## src/rtl/mem_pkg.sv

```systemverilog
// Shared definitions for the memory-access stage: access size codes,
// writeback bundle layout, FSM states and small helpers.
package mem_pkg;

    typedef enum logic [1:0] {
        SZ_BYTE = 2'b00,
        SZ_HALF = 2'b01,
        SZ_WORD = 2'b10,
        SZ_RSVD = 2'b11
    } size_e;

    typedef enum logic {
        ST_IDLE,
        ST_WAIT
    } state_e;

    localparam int unsigned WB_W        = 71;
    localparam int unsigned WB_DATA_LSB = 0;
    localparam int unsigned WB_WE       = 32;
    localparam int unsigned WB_DEST_LSB = 33;
    localparam int unsigned WB_PC4_LSB  = 38;
    localparam int unsigned WB_VALID    = 70;

    // Half needs addr[0]=0; word (and the reserved code, treated as word)
    // needs addr[1:0]=0; bytes are always aligned.
    function automatic logic is_misaligned(input logic [1:0] size, input logic [1:0] lsb);
        logic mis;
        mis = 1'b0;
        case (size)
            SZ_BYTE: mis = 1'b0;
            SZ_HALF: mis = lsb[0];
            default: mis = (lsb != 2'b00);
        endcase
        return mis;
    endfunction

    function automatic logic [WB_W-1:0] wb_pack(input logic        valid,
                                                input logic [31:0] pc4,
                                                input logic [4:0]  dest,
                                                input logic        we,
                                                input logic [31:0] data);
        logic [WB_W-1:0] wb;
        wb = '0;
        wb[WB_DATA_LSB +: 32] = data;
        wb[WB_WE]             = we;
        wb[WB_DEST_LSB +: 5]  = dest;
        wb[WB_PC4_LSB +: 32]  = pc4;
        wb[WB_VALID]          = valid;
        return wb;
    endfunction

endpackage

```

## src/rtl/mem_stage_load_align.sv

```systemverilog
// Load data alignment: selects the byte/half lane from the access offset
// and sign- or zero-extends it to 32 bits.
module load_align
    import mem_pkg::*;
(
    input  logic [31:0] rdata_i,
    input  logic [1:0]  addr_lsb_i,
    input  logic [1:0]  size_i,
    input  logic        unsigned_i,
    output logic [31:0] data_o
);

    logic [7:0]  byte_v;
    logic [15:0] half_v;

    // Lane select and extension
    always_comb begin
        byte_v = rdata_i[{addr_lsb_i, 3'b000} +: 8];
        half_v = addr_lsb_i[1] ? rdata_i[31:16] : rdata_i[15:0];
        data_o = rdata_i;
        case (size_i)
            SZ_BYTE: data_o = {{24{~unsigned_i & byte_v[7]}}, byte_v};
            SZ_HALF: data_o = {{16{~unsigned_i & half_v[15]}}, half_v};
            default: data_o = rdata_i;
        endcase
    end

endmodule

```

## src/rtl/mem_stage.sv

```systemverilog
// Memory-access stage: issues loads/stores over a req/ack data-memory
// handshake, stalls upstream while an access is outstanding, aligns load
// data and builds the writeback bundle for the ME/WB register.
module mem_stage
    import mem_pkg::*;
#(
    parameter int unsigned TIMEOUT = 16,
    parameter int unsigned CNT_W   = 5
) (
    input  logic        clk,
    input  logic        rst,
    input  logic        ex_valid,
    input  logic [31:0] ex_alu_result,
    input  logic [31:0] ex_store_data,
    input  logic [4:0]  ex_dest,
    input  logic        ex_we,
    input  logic        ex_mem_rd,
    input  logic        ex_mem_wr,
    input  logic [1:0]  ex_size,
    input  logic        ex_unsigned,
    input  logic [31:0] ex_pc4,
    output logic        dmem_req,
    output logic        dmem_we,
    output logic [31:0] dmem_addr,
    output logic [3:0]  dmem_be,
    output logic [31:0] dmem_wdata,
    input  logic        dmem_ack,
    input  logic [31:0] dmem_rdata,
    output logic        stall,
    output logic        misaligned,
    output logic        bus_err,
    output logic [70:0] wb_out
);

    state_e           state_q, state_d;
    logic [CNT_W-1:0] cnt_q, cnt_d;

    logic             req_q, req_d;
    logic             dwe_q, dwe_d;
    logic [31:0]      addr_q, addr_d;
    logic [3:0]       be_q, be_d;
    logic [31:0]      wdata_q, wdata_d;
    logic             mis_q, mis_d;
    logic             berr_q, berr_d;

    logic             load_q, load_d;
    logic             we_q, we_d;
    logic [4:0]       dest_q, dest_d;
    logic [1:0]       size_q, size_d;
    logic             uns_q, uns_d;
    logic [31:0]      pc4_q, pc4_d;
    logic [1:0]       lsb_q, lsb_d;

    logic [31:0]      ld_data;
    logic [WB_W-1:0]  wb_c;

    load_align u_load_align (
        .rdata_i    (dmem_rdata),
        .addr_lsb_i (lsb_q),
        .size_i     (size_q),
        .unsigned_i (uns_q),
        .data_o     (ld_data)
    );

    // State, request registers and latched access context
    always_ff @(posedge clk or negedge rst) begin
        if (!rst) begin
            state_q <= ST_IDLE;
            cnt_q   <= '0;
            req_q   <= 1'b0;
            dwe_q   <= 1'b0;
            addr_q  <= '0;
            be_q    <= '0;
            wdata_q <= '0;
            mis_q   <= 1'b0;
            berr_q  <= 1'b0;
            load_q  <= 1'b0;
            we_q    <= 1'b0;
            dest_q  <= '0;
            size_q  <= '0;
            uns_q   <= 1'b0;
            pc4_q   <= '0;
            lsb_q   <= '0;
        end else begin
            state_q <= state_d;
            cnt_q   <= cnt_d;
            req_q   <= req_d;
            dwe_q   <= dwe_d;
            addr_q  <= addr_d;
            be_q    <= be_d;
            wdata_q <= wdata_d;
            mis_q   <= mis_d;
            berr_q  <= berr_d;
            load_q  <= load_d;
            we_q    <= we_d;
            dest_q  <= dest_d;
            size_q  <= size_d;
            uns_q   <= uns_d;
            pc4_q   <= pc4_d;
            lsb_q   <= lsb_d;
        end
    end

    // Next-state, request setup, stall and writeback bundle
    always_comb begin
        state_d = state_q;
        cnt_d   = cnt_q;
        req_d   = req_q;
        dwe_d   = dwe_q;
        addr_d  = addr_q;
        be_d    = be_q;
        wdata_d = wdata_q;
        mis_d   = 1'b0;
        berr_d  = 1'b0;
        load_d  = load_q;
        we_d    = we_q;
        dest_d  = dest_q;
        size_d  = size_q;
        uns_d   = uns_q;
        pc4_d   = pc4_q;
        lsb_d   = lsb_q;
        stall   = 1'b0;
        wb_c    = '0;

        // stall/wb_out are gated by reset so an abandoned access releases
        // upstream immediately, without waiting for a clock edge.
        if (rst) begin
            case (state_q)
                ST_IDLE: begin
                    if (ex_valid) begin
                        if (!(ex_mem_rd || ex_mem_wr)) begin
                            wb_c = wb_pack(1'b1, ex_pc4, ex_dest, ex_we, ex_alu_result);
                        end else if (is_misaligned(ex_size, ex_alu_result[1:0])) begin
                            mis_d = 1'b1;
                        end else begin
                            stall   = 1'b1;
                            state_d = ST_WAIT;
                            cnt_d   = '0;
                            req_d   = 1'b1;
                            dwe_d   = ex_mem_wr;
                            addr_d  = {ex_alu_result[31:2], 2'b00};
                            load_d  = ex_mem_rd;
                            we_d    = ex_we;
                            dest_d  = ex_dest;
                            size_d  = ex_size;
                            uns_d   = ex_unsigned;
                            pc4_d   = ex_pc4;
                            lsb_d   = ex_alu_result[1:0];
                            if (ex_mem_wr) begin
                                case (ex_size)
                                    SZ_BYTE: begin
                                        be_d    = 4'b0001 << ex_alu_result[1:0];
                                        wdata_d = {4{ex_store_data[7:0]}};
                                    end
                                    SZ_HALF: begin
                                        be_d    = ex_alu_result[1] ? 4'b1100 : 4'b0011;
                                        wdata_d = {2{ex_store_data[15:0]}};
                                    end
                                    default: begin
                                        be_d    = 4'b1111;
                                        wdata_d = ex_store_data;
                                    end
                                endcase
                            end else begin
                                be_d    = 4'b1111;
                                wdata_d = '0;
                            end
                        end
                    end
                end
                ST_WAIT: begin
                    stall = 1'b1;
                    if (dmem_ack) begin
                        stall   = 1'b0;
                        wb_c    = wb_pack(1'b1, pc4_q, dest_q, load_q & we_q,
                                          load_q ? ld_data : 32'h0);
                        req_d   = 1'b0;
                        state_d = ST_IDLE;
                    end else if (cnt_q == CNT_W'(TIMEOUT - 1)) begin
                        stall   = 1'b0;
                        berr_d  = 1'b1;
                        req_d   = 1'b0;
                        state_d = ST_IDLE;
                    end else begin
                        cnt_d = cnt_q + 1'b1;
                    end
                end
                default: state_d = ST_IDLE;
            endcase
        end
    end

    assign dmem_req   = req_q;
    assign dmem_we    = dwe_q;
    assign dmem_addr  = addr_q;
    assign dmem_be    = be_q;
    assign dmem_wdata = wdata_q;
    assign misaligned = mis_q;
    assign bus_err    = berr_q;
    assign wb_out     = wb_c;

endmodule

```

## config.mk

```make
export PLATFORM = sky130hd
export DESIGN_NAME = mem_stage
export DESIGN_NICKNAME = d
export VERILOG_FILES = /design/src/rtl/mem_pkg.sv /design/src/rtl/mem_stage_load_align.sv /design/src/rtl/mem_stage.sv
export SDC_FILE = /design/constraint.sdc
export NUM_CORES = 1
export LEC_CHECK = 0
export BUFFER_PORTS_ARGS = -buffer_cell sky130_fd_sc_hd__buf_2
export CORE_MARGIN = 5
export CORE_UTILIZATION = 48
export DETAILED_ROUTE_END_ITERATION = 7
export PLACE_DENSITY = 0.81
export SLEW_MARGIN = 10
export SYNTH_ARGS = -nofsm -noshare
export SYNTH_HDL_FRONTEND = slang
export SYNTH_SLANG_ARGS = --single-unit
```

## constraint.sdc

```tcl
create_clock -name clk -period 2.3 [get_ports clk]
set_input_delay 0.345 -clock clk [delete_from_list [all_inputs] [get_ports clk]]
set_output_delay 0.345 -clock clk [all_outputs]
set_load 0.05 [all_outputs]
```

# Word-level counts from Yosys, hierarchy flattened
# Cells that the tools add are included.
# totals
register_bits,120
latch_bits,0
ram_bits,0
romBits,0
input_bits,143
output_inout_bits,144
wordCells,87
n_memories,0
# op_classes
n_addsub,1
multipliers,0
div,0
n_lt_le_gt_ge,0
eq_ne,9
n_shift,2
muxes,46
bitwise_logic,6
reduce_logical,7
# op_table
cell,count
$mux 71,4
$pmux 71 s2,1
$pmux 32 s2,2
$mux 32,2
$shiftx 32x6->8,1
$mux 5,5
$mux 1,24
$mux 16,1
$ne 2x2->1 const B,5
$pmux 5 s2,1
$reduce_and 5->1,2
$mux 4,2
$pmux 4 s2,1
$pmux 1 s2,3
$reduce_and 6->1,1
$add 5x1->5 const B,1
$eq 5x4->1 const B,1
$eq 2x1->1 const B,2
$logic_not 2->1,2
$shl 1x2->4 const A,1
$and 1x1->1,3
$ne 3x2->1 const B,1
$not 1->1,3
$reduce_bool 2->1,1
$logic_or 1x1->1,1

# Depth between registers and ports, before layout
# Gate-level depths: netlist of run 1.
# logic_depth
ltp_word,11
ltp_mapped,8
mapped_depth_nobuf,7

# Cells and area by module
# Synthesis of run 1 repeated with hierarchy kept, for this count alone.
# hier_totals
cells_unflattened,683
area_unflattened_um2,7249.5
# modules_own_cells
mod,instances,cells_each,area_per_inst_um2,seq_area_each_um2
mem_stage,1,561,6555.0,3002.9
load_align,1,122,694.4,0.0

# Worst setup path before layout of run 1
# OpenSTA, ideal clock, no wires.
# synth_path
kind,flip-flop to output port
start,register lsb_q[1]
end,output wb_out[22]
arrival_ns,2.418
required_time_ns,1.955
path_slack_ns,-0.463
path_stages_with_launch,7
n_path_buf,2
cell_sequence,dfrtp_1 -> buf_6 -> mux2_1 -> nor2_1 -> a311o_1 -> buf_6 -> a21boi_0
# synth_via
elab_chain_len,7
word_cells_on_any_way,9
cone_classes,1 x shift; 6 x mux; 2 x bitwise
# synth_lines
element,line,text
from (decl),mem_stage.sv:52,"logic [1:0] lsb_q, lsb_d;"
from (signal assigned),mem_stage.sv:100,lsb_q <= lsb_d;
$shiftx 32x6->8 / $mux 16 (equally long branches),"mem_stage_load_align.sv:18, mem_stage_load_align.sv:19",
"$and 1x1->1, on equally long branches","mem_stage_load_align.sv:22, mem_stage_load_align.sv:23",
$pmux 32 s2 (*),mem_stage_load_align.sv:21,case (size_i)
$mux 32 (*),mem_stage.sv:176,load_q ? ld_data : 32'h0);
$mux 71 (*),mem_stage.sv:173,if (dmem_ack) begin
$pmux 71 s2 (*),mem_stage.sv:128,case (state_q)
$mux 71 (*),mem_stage.sv:127,if (rst) begin
to (decl),mem_stage.sv:32,output logic [70:0] wb_out
# Mark *: on every way between the ends. The rest lies on a longest branch, timed or not.

# Final worst setup path of run 1
# layout_path
start,register lsb_q[1]
end,output wb_out[1]
# layout_via
elab_chain_len,6
word_cells_on_any_way,7
cone_classes,1 x shift; 6 x mux
# layout_lines
element,line
$shiftx 32x6->8 / $mux 16 (equally long branches),"mem_stage_load_align.sv:18, mem_stage_load_align.sv:19"
$pmux 32 s2 (*),mem_stage_load_align.sv:21
$mux 32 (*),mem_stage.sv:176
$mux 71 (*),mem_stage.sv:173
$pmux 71 s2 (*),mem_stage.sv:128
$mux 71 (*),mem_stage.sv:127
# Marks and branches as above.

==> impl_metrics.csv, run 1 <==
group,metric,value,unit
run_status,status,"finished, violations left",
run_status,failed_checks,"negative setup slack",
clock_tree,clock_latency,0.41,ns
die,pin_count,287,
place,gp_congestion,0.938,
sta,setup_viol,55,
pwr,power.leakage,5.17,nW
min_path,hp-class,"in -> reg",
worst_setup_path,crit_slowest_cell,"dfrtp_2",
worst_setup_path,worstSetupEndpointType,"primary output",
synthesis,yosysUniqueCellTypes,45,
synthesis,ys_warn_count,0,
global_route,grt_antenna_before_repair,2,
die,die_h,128,um
layout,utilization,75.0,%
layout,final_nets,1232,
synthesis,synth_seq_area_share,45.1,%
worst_setup_path,worstPathMaxFanout,13,
drt,drc,0,
synthesis,synth.most_common_cell,"nand2_1",
pwr,p_sw,3.84,mW
sta,period_minus_slack,2.62,ns
global_route,grt_max_degree,97,
worst_setup_path,setup.worst_path.start_class,"register",
clock_tree,clkTransAtPathRegs,0.05,ns
worst_setup_path,worstPathArrival,2.28,ns
sta,final_hold_viol_count,0,
die,fp.dieArea,16300,um2
worst_setup_path,path_common_cell,"buf_6",
worst_setup_path,worstPathCellList,"buf_6 > buf_4 > mux2_2 > mux2i_2 > nor2b_2 > o21ai_2 > buf_6",
drt,vias,7246,
pwr,p_sw_share,41.2,%
global_route,grt_use_met3,8.54,%
drt,vias_per_cell,5.66,
sta,timing_worst_slew_pin_value,0.517,ns
pwr,powerDensity,906,nW/um2
layout,nFillCells,944,
synthesis,synthTopCellsByCount,"313 x nand2_1, 120 x dfrtp_1, 53 x a22oi_1, 46 x nor2b_1, 41 x o21ai_0",
die,die_w,128,um
drt,wl_per_cell,20.2,um
worst_setup_path,critPathRequiredTime,1.96,ns
layout,seq_area,3010,um2
flow_run,drv_cap,0,
pwr,vdd_ir_drop_max,0.588,mV
synthesis,yosysTopAreaCellShare,45.1,%
clock_tree,tritoncts.num_buffers,17,
synthesis,yosysTopAreaCell,"dfrtp_1",
pwr,p_int,5.48,mW
sta,fmax,0.381,GHz
worst_setup_path,path_class,"reg -> out",
place,dp_hpwl,16300,um
clock_tree,clock_sink_count,120,
global_route,grt_util_all_layers,28.6,%
layout,syn_to_final_growth,54.6,%
global_route,grt_overflow,0,
clock_tree,htreeDepth,4,
place,io_buffers,284,
layout,drive_above_1_share,45.6,%
drt,drtPass1Iterations,7,
sta,finalMaxSlewViolations,0,
global_route,grt.met1_usage,34.2,%
place,post-place-ws,0.0721,ns
sta,final.setup.worst_slack,-0.322,ns
layout,multi_input_comb_area,3880,um2
pwr,p_clk_share,28.3,%
global_route,grt_most_used_layer,"met2",
sta,finalCritPeriodShare,114,%
drt,drt_iter0_drc,713,
sta,max-slew-margin-rel,65.3,%
synthesis,syn_inst,801,
die,rows,43,
synthesis,synth_seq_cells,120,
global_route,grt_pass1_vias,7094,
clock_tree,cts_tree,"built",
drt,drtAntennaViolNets,0,
synthesis,synth-edff-count,0,
global_route,grt.met2_usage,47.0,%
sta,rsz0062_at_grt,"yes",
synthesis,synth_area_leaders,"dfrtp_1 45%, nand2_1 18%, a22oi_1 6.0%",
synthesis,synthArstFlopShare,100,%
die,start_util,48.5,%
die,core-area,13700,um2
global_route,grt_pass1_wl,36700,um
drt,drt-total-wl,25800,um
synthesis,syn_avg_cell_area,8.31,um2
synthesis,synth-main-ff-cell,"dfrtp_1",
pwr,p_seq_share,32.7,%
pwr,p_comb_share,39.0,%
worst_setup_path,reg2reg_slack,0.35,ns
sta,finalClockSkew,0.00644,ns
clock_tree,cts_root_buffer,"clkbuf_16",
worst_setup_path,cpPeakStageDelay,0.42,ns
synthesis,synth.cell_area,6650,um2
clock_tree,clockBufferDepth,2,
[registers in the layout (all words and copies together) (netlist names)]
signal	cells
dmem_wdata	32
size_q	2
lsb_q	2
dest_q	5
cnt_q	5
misaligned	1
we_q	1
load_q	1
dmem_addr	30
dmem_be	4
uns_q	1
state_q	1
bus_err	1
dmem_req	1
dmem_we	1
pc4_q	32
[cells in the final DEF, fill, tap and decap left out, types with 7 or more instances in the layout]
cell,n
nand2_1,306
buf_2,211
dfrtp_1,117
buf_6,78
nor2b_2,41
a22oi_2,37
o21ai_0,33
mux2i_1,31
buf_4,22
clkbuf_16,21
nand2b_1,19
a22oi_1,16
o31ai_1,16
nand3_1,13
a21boi_2,11
nor2_1,10
a32o_1,8
mux2_2,7
nand2_4,7
buf_12,7
[metal layers]
metal | routed length (um) | share of wire [%] | vias to the layer above
met5 | 0 | 0 | -
met4 | 1290 | 5.0 | 0
met3 | 2500 | 9.7 | 100
met2 | 12800 | 50 | 495
met1 | 9200 | 36 | 3391
li1 | - | - | 3260
[cell families (layout without fill, tap and decap cells)]
logic type | Yosys count | in the layout | share of synthesized area, %
and+or+nand+nor | 416 | 416 | 26.8
other | 1 | 4 | 0.0564
buffers and inverters | 72 | 368 | 5.42
AOI/OAI and AO/OA | 148 | 148 | 15.6
DFF | 120 | 120 | 45.1
xor gates and xnor gates | 1 | 1 | 0.132
muxes | 41 | 41 | 6.51
adders and majority gates | 2 | 2 | 0.376
[worst max-delay path: cells and delay by family, from the launching register on]
family                 cells  cell delay [ns]
AO/OA/AOI/OAI              1             0.10
buffers and inverters      3             0.48
flip-flops                 1             0.42
multiplexers               2             0.62
AND/OR/NAND/NOR            1             0.25
[power by group through the flow]
stage	logic, mW	clock network [mW]	registers, mW
2_1_floorplan	1.27	0	4.03
3_3_place_gp	3.19	0	2.99
5_1_grt	3.87	2.79	3.11
3_5_place_dp	3.25	0	3.00
4_1_cts	3.46	2.68	2.99
6_report	3.63	2.64	3.05
[final timing paths]
| path | endpoint | from | depth (start not counted) |
|---|---|---|---|
| worst max-delay path | wb_out[1] | lsb_q[1]$_DFFE_PN0P_ | 7 |
| worst min-delay path | uns_q$_DFFE_PN0P_ | ex_unsigned | 3 |
| worst max register to register | cnt_q[3]$_DFFE_PN0P_ | cnt_q[0]$_DFFE_PN0P_ | 7 |
| worst min register to register | dmem_be[1]$_DFFE_PN0P_ | dmem_be[1]$_DFFE_PN0P_ | 2 |
| max in group asynchronous | dmem_wdata[8]$_DFFE_PN0P_ | rst | 3 |
| min in group asynchronous | dmem_addr[6]$_DFFE_PN0P_ | rst | 2 |
[repair_timing]
item                                    4_1_cts  5_1_grt
setup buffers                                 9        2
hold endpoints to repair                     44        0
pin swaps                                    11       48
hold buffers                                  1        0
endpoints found under the setup margin       72       72
gates resized for setup                     170       99
cloned                                        4        5
[metrics by stage]
stage / hold slack (ns) / area, um2 / cells / total power, mW / setup TNS [ns]
floorplan: 0.0494 / 6780 / 802 / 5.30 / -0.372
global placement: 0.169 / 8400 / 1227 / 6.18 / 0
detailed placement: 0.168 / 8400 / 1227 / 6.25 / 0
CTS: 0.114 / 9710 / 1271 / 9.13 / -4.70
global route: 0.126 / 10300 / 1279 / 9.76 / -10.12
finish: 0.145 / 10300 / 1280 / 9.32 / -5.10
[area by class of cell]
class / count / share of cell area [%]
multi-input cells: 610 / 37.7
inverters: 6 / 0.219
clock buffers: 22 / 4.80
repair buffers: 332 / 24.9
diodes: 2 / 0.0486
clock inverters: 8 / 0.924
well taps: 180 / 2.19
flip-flops and latches: 120 / 29.2
Note: power is estimated with default switching activity, not from simulation.
==> run 2, diff against run 1 <==
==> constraint.sdc (replaced) <==
create_clock -name clk -period 2.3 [get_ports clk]
set_input_delay 0.115 -clock clk [delete_from_list [all_inputs] [get_ports clk]]
set_output_delay 0.115 -clock clk [all_outputs]
set_load 0.05 [all_outputs]
==> impl_metrics.csv, run 2 (same netlist as run 1, synthesis figures left out) <==
group,metric,value,unit
run_status,status,"complete, no violations",
clock_tree,cts_tree,"built",
layout,seq_area,3000,um2
sta,finalClockSkew,0.00658,ns
sta,final_hold_viol_count,0,
pwr,power.leakage,5.12,nW
sta,fin_tns_setup,0,ns
worst_setup_path,path_class,"reg -> out",
place,io_buffers,284,
clock_tree,clkTransAtPathRegs,0.05,ns
die,die_h,128,um
die,pin_count,287,
flow_run,drv_cap,0,
layout,drive_above_1_share,32.0,%
die,start_util,48.5,%
drt,vias_per_cell,5.51,
global_route,grt_antenna_before_repair,0,
worst_setup_path,critPathTopFamily,"multiplexers",
global_route,grt_pass1_wl,37200,um
sta,final.setup.worst_slack,0.00581,ns
worst_setup_path,crit_buf_inv,1,
sta,finalMaxSlewViolations,0,
clock_tree,clockBufferDepth,2,
worst_setup_path,cpPeakStageDelay,0.55,ns
drt,drtAntennaViolNets,0,
place,dp_hpwl,16000,um
clock_tree,clock_sink_count,120,
layout,final_common_cell,"nand2_1",
global_route,grt_util_all_layers,28.8,%
global_route,grt_overflow,0,
drt,wl_per_cell,18.6,um
global_route,grt_max_degree,61,
layout,final_nets,1296,
drt,drtPass1Iterations,6,
sta,hold_ws,0.0175,ns
min_path,hp-class,"in -> reg",
die,die_w,128,um
pwr,powerDensity,903,nW/um2
sta,finalCritPeriodShare,99.7,%
worst_setup_path,worstPathCellList,"mux4_2 > a21oi_4 > nand2_1 > a32o_1 > buf_2",
die,core-area,13700,um2
layout,multi_input_comb_area,3390,um2
worst_setup_path,setup.worst_path.start_class,"register",
worst_setup_path,worstPathArrival,2.18,ns
worst_setup_path,critPathRequiredTime,2.18,ns
drt,drt-total-wl,25000,um
clock_tree,clock_latency,0.41,ns
worst_setup_path,crit_slowest_cell,"mux4_2",
layout,mostFrequentLayoutCells,"313 x nand2_1, 226 x buf_2, 119 x dfrtp_1, 79 x dlygate4sd3_1, 65 x buf_4",
sta,max-slew-margin-rel,61.8,%
drt,drc,0,
clock_tree,htreeDepth,4,
pwr,vdd_ir_drop_max,0.452,mV
sta,period_minus_slack,2.29,ns
place,post-place-ws,0.171,ns
drt,drt_iter0_drc,769,
worst_setup_path,worstSetupEndpointType,"primary output",
worst_setup_path,worstPathMaxFanout,8,
clock_tree,tritoncts.num_buffers,17,
sta,fmax,0.436,GHz
place,gp_congestion,0.924,
drt,vias,7407,
sta,setup_viol,0,
layout,syn_to_final_growth,49.2,%
die,rows,43,
die,fp.dieArea,16300,um2
sta,rsz0062_at_grt,"yes",
layout,nFillCells,1041,
clock_tree,cts_root_buffer,"clkbuf_16",
global_route,grt_pass1_vias,7029,
sta,timing_worst_slew_pin_value,0.572,ns
-- run 2: per-layer routing --
| metal | up-vias | track usage [%] | wire length (um) |
|---|---|---|---|
| met5 | - | 0 | 0 |
| met4 | 0 | 14.5 | 1300 |
| met3 | 92 | 5.50 | 1990 |
| met2 | 463 | 47.2 | 12100 |
| met1 | 3462 | 36.4 | 9630 |
| li1 | 3390 | - | - |
-- run 2: worst min-delay path, cell delays in order --
cell and delay (ns):
buf_2 0.13, nand2_1 0.07, o21ai_0 0.06
-- run 2: layout make-up --
| type | count | share of cell area [%] |
|---|---|---|
| inverters | 6 | 0.227 |
| repair buffers | 395 | 27.5 |
| well taps | 180 | 2.27 |
| flip-flops and latches | 120 | 30.3 |
| diodes | 1 | 0.0252 |
| clock inverters | 7 | 0.693 |
| clock buffers | 25 | 4.89 |
| multi-input cells | 611 | 34.1 |
-- run 2: path summary, 6_finish.rpt --
check                                                 from                         end  slack (ns)  depth (start not counted)
worst max-delay path                  lsb_q[1]$_DFFE_PN0P_                  wb_out[11]       0.006                          5
worst min register to register  dmem_wdata[29]$_DFFE_PN0P_  dmem_wdata[29]$_DFFE_PN0P_        0.47                          2
min in group asynchronous                              rst      dmem_be[1]$_DFFE_PN0P_        0.13                          2
worst min-delay path                      ex_store_data[7]   dmem_wdata[7]$_DFFE_PN0P_        0.02                          3
worst max register to register        cnt_q[0]$_DFFE_PN0P_        cnt_q[3]$_DFFE_PN0P_        0.29                          7
max in group asynchronous                              rst         state_q$_DFFE_PN0P_        1.18                          4
-- run 2: per-stage QoR --
stage	instances	area, um2	power (mW)	utilization (%)
finish	1345	9930	8.97	72.4
global placement	1226	8250	6.15	60.1
global route	1344	9930	9.39	72.3
floorplan	802	6660	5.28	-
CTS	1339	9760	8.88	71.2
detailed placement	1226	8250	6.22	60.1
-- run 2: power breakdown --
group          switching [mW]  total (mW)  internal (mW)
clock                   0.940        2.51           1.57
combinational            2.44        3.46           1.02
sequential              0.341        3.00           2.66
-- run 2: repair_timing --
action,CTS,global route
setup endpoints to repair,71,70
hold buffers,79,0
endpoints found under the hold margin,161,0
gates resized for setup,51,64
buffers inserted,1,4
pin swaps,2,3
gates cloned,1,1
==> run 3, diff against run 2 <==
--- a/config.mk
+++ b/config.mk
@@ -9,7 +9,9 @@
 export CORE_MARGIN = 5
 export CORE_UTILIZATION = 48
 export DETAILED_ROUTE_END_ITERATION = 7
+export HOLD_SLACK_MARGIN = 0.02
 export PLACE_DENSITY = 0.81
+export RECOVER_POWER = 50
 export SLEW_MARGIN = 10
 export SYNTH_ARGS = -nofsm -noshare
 export SYNTH_HDL_FRONTEND = slang
==> impl_metrics.csv, run 3 (same netlist as run 1, synthesis figures left out) <==
group,metric,value,unit
pwr,power.leakage,4.87,nW
drt,wl_per_cell,18.7,um
drt,drc,0,
sta,fmax,0.437,GHz
global_route,grt_pass1_vias,7036,
drt,vias,7445,
clock_tree,clock_latency,0.41,ns
worst_setup_path,critPathRequiredTime,2.18,ns
drt,vias_per_cell,5.52,
sta,timing_worst_slew_pin_value,0.953,ns
global_route,grt_antenna_before_repair,0,
global_route,grt_overflow,0,
clock_tree,clkTransAtPathRegs,0.05,ns
place,dp_hpwl,16000,um
worst_setup_path,worstSetupEndpointType,"primary output",
die,fp.dieArea,16300,um2
global_route,grt_pass1_wl,37300,um
worst_setup_path,worstPathCellList,"mux4_2 > a21oi_4 > nand2_1 > a32o_1 > buf_2",
clock_tree,cts_root_buffer,"clkbuf_16",
drt,drtPass1Iterations,6,
sta,setup_viol,0,
worst_setup_path,cp.depth,5,
worst_setup_path,crit_buf_inv,1,
place,io_buffers,284,
run_status,status,"complete, no violations",
sta,fin_tns_setup,0,ns
worst_setup_path,path_class,"reg -> out",
place,dpl-instance-area,8250,um2
layout,final_nets,1299,
sta,finalClockSkew,0.00648,ns
die,rows,43,
worst_setup_path,rr_worst_depth,7,
place,dp.cells,1226,
worst_setup_path,worstPathMaxFanout,8,
clock_tree,tritoncts.num_buffers,17,
drt,drt-total-wl,25200,um
sta,finalCritPeriodShare,99.5,%
layout,nFillCells,1076,
worst_setup_path,cp-endpoint,"wb_out[11]",
layout,final_common_cell,"nand2_1",
layout,syn_to_final_growth,48.1,%
pwr,vdd_ir_drop_max,0.452,mV
min_path,hp-class,"in -> reg",
worst_setup_path,worstPathArrival,2.17,ns
sta,period_minus_slack,2.29,ns
clock_tree,cts_tree,"built",
worst_setup_path,r2r_end,"cnt_q[3]$_DFFE_PN0P_",
worst_setup_path,setup.worst_path.start_class,"register",
worst_setup_path,reg2reg_slack,0.30,ns
die,die_h,128,um
place,post-place-ws,0.171,ns
clock_tree,clockBufferDepth,2,
sta,rsz0062_at_grt,"yes",
layout,mostFrequentLayoutCells,"313 x nand2_1, 156 x buf_2, 119 x dfrtp_1, 82 x dlygate4sd3_1, 79 x clkbuf_1",
min_path,worstHoldStart,"ex_store_data[27]",
clock_tree,htreeDepth,4,
drt,drtAntennaViolNets,0,
flow_run,drv_cap,0,
worst_setup_path,critPathTopFamily,"multiplexers",
worst_setup_path,crit_slowest_cell,"mux4_2",
sta,max-slew-margin-rel,36.5,%
sta,finalMaxSlewViolations,0,
sta,final.setup.worst_slack,0.0108,ns
global_route,grt_max_degree,61,
sta,final_hold_viol_count,0,
drt,drt_iter0_drc,808,
place,gp_congestion,0.924,
layout,fin_area,9850,um2
layout,drive_above_1_share,25.6,%
worst_setup_path,timing.rr.start,"cnt_q[0]$_DFFE_PN0P_",
die,die_w,128,um
die,core-area,13700,um2
worst_setup_path,cpPeakStageDelay,0.55,ns
pwr,powerDensity,901,nW/um2
die,start_util,48.5,%
global_route,grt_util_all_layers,28.9,%
die,pin_count,287,
clock_tree,clock_sink_count,120,
layout,stdcell_count,1348,
worst_setup_path,cp-startpoint,"lsb_q[1]$_DFFE_PN0P_",
pwr,power,8.88,mW
## run 3: routing by layer
| layer | global-route usage [%] | up-vias | share of wire, % |
|---|---|---|---|
| met2 | 47.4 | 470 | 48 |
| met3 | 5.50 | 93 | 8.4 |
| met4 | 14.5 | 0 | 5.1 |
| met1 | 36.4 | 3481 | 38 |
| met5 | 0 | - | 0 |
| li1 | - | 3401 | - |
## run 3: what timing repair did
action	in CTS	in global routing
pin swaps	2	3
setup buffers	1	4
gates cloned	1	1
hold buffers	82	0
setup endpoints to repair	71	70
gates resized for setup	51	64
hold endpoints to repair	164	0
## run 3: worst min path at each step
| stage | depth (start not counted) | to | slack, ns |
|---|---|---|---|
| 4_1_cts | 3 | dmem_wdata[21]$_DFFE_PN0P_ | 0.02 |
| 2_1_floorplan | 0 | bus_err$_DFF_PN0_ | -0.18 |
| 3_3_place_gp | 1 | dmem_be[1]$_DFFE_PN0P_ | -0.01 |
| 3_5_place_dp | 1 | dmem_be[1]$_DFFE_PN0P_ | -0.01 |
| 5_1_grt | 3 | dmem_wdata[23]$_DFFE_PN0P_ | 0.04 |
| 6_report | 5 | dmem_wdata[27]$_DFFE_PN0P_ | 0.04 |
## run 3: power breakdown
| group | internal [mW] | total, mW | switching (mW) |
|---|---|---|---|
| registers | 2.66 | 3.01 | 0.350 |
| logic | 0.932 | 3.37 | 2.44 |
| clock network | 1.57 | 2.50 | 0.929 |
| total | 5.16 | 8.88 | 3.72 |
## run 3: metrics by stage
stage	util, %	hold WS, ns
final	71.8	0.0391
after global routing	71.8	0.0405
after CTS	71.4	0.0208
after detailed placement	60.1	-0.0141
after global placement	60.1	-0.0140
after floorplan	-	-0.181
## run 3: final cells by class
| class | instances | area, um2 | share of cell area (%) |
|---|---|---|---|
| clock inverters | 7 | 68.8 | 0.698 |
| clock buffers | 25 | 485 | 4.93 |
| inverters | 6 | 22.5 | 0.229 |
| flip-flops and latches | 120 | 3000 | 30.5 |
| multi-input cells | 611 | 3390 | 34.4 |
| repair buffers | 398 | 2660 | 27.0 |
| diodes | 1 | 2.50 | 0.0254 |
| well taps | 180 | 225 | 2.29 |
## run 3: worst reg2reg max path: cells and delay by family (launching register included)
| kind | cells | cell delay (ns) |
|---|---|---|
| xor+xnor | 1 | 0.17 |
| fa+ha+maj | 2 | 0.44 |
| flops | 1 | 0.41 |
| simple gates | 4 | 0.86 |
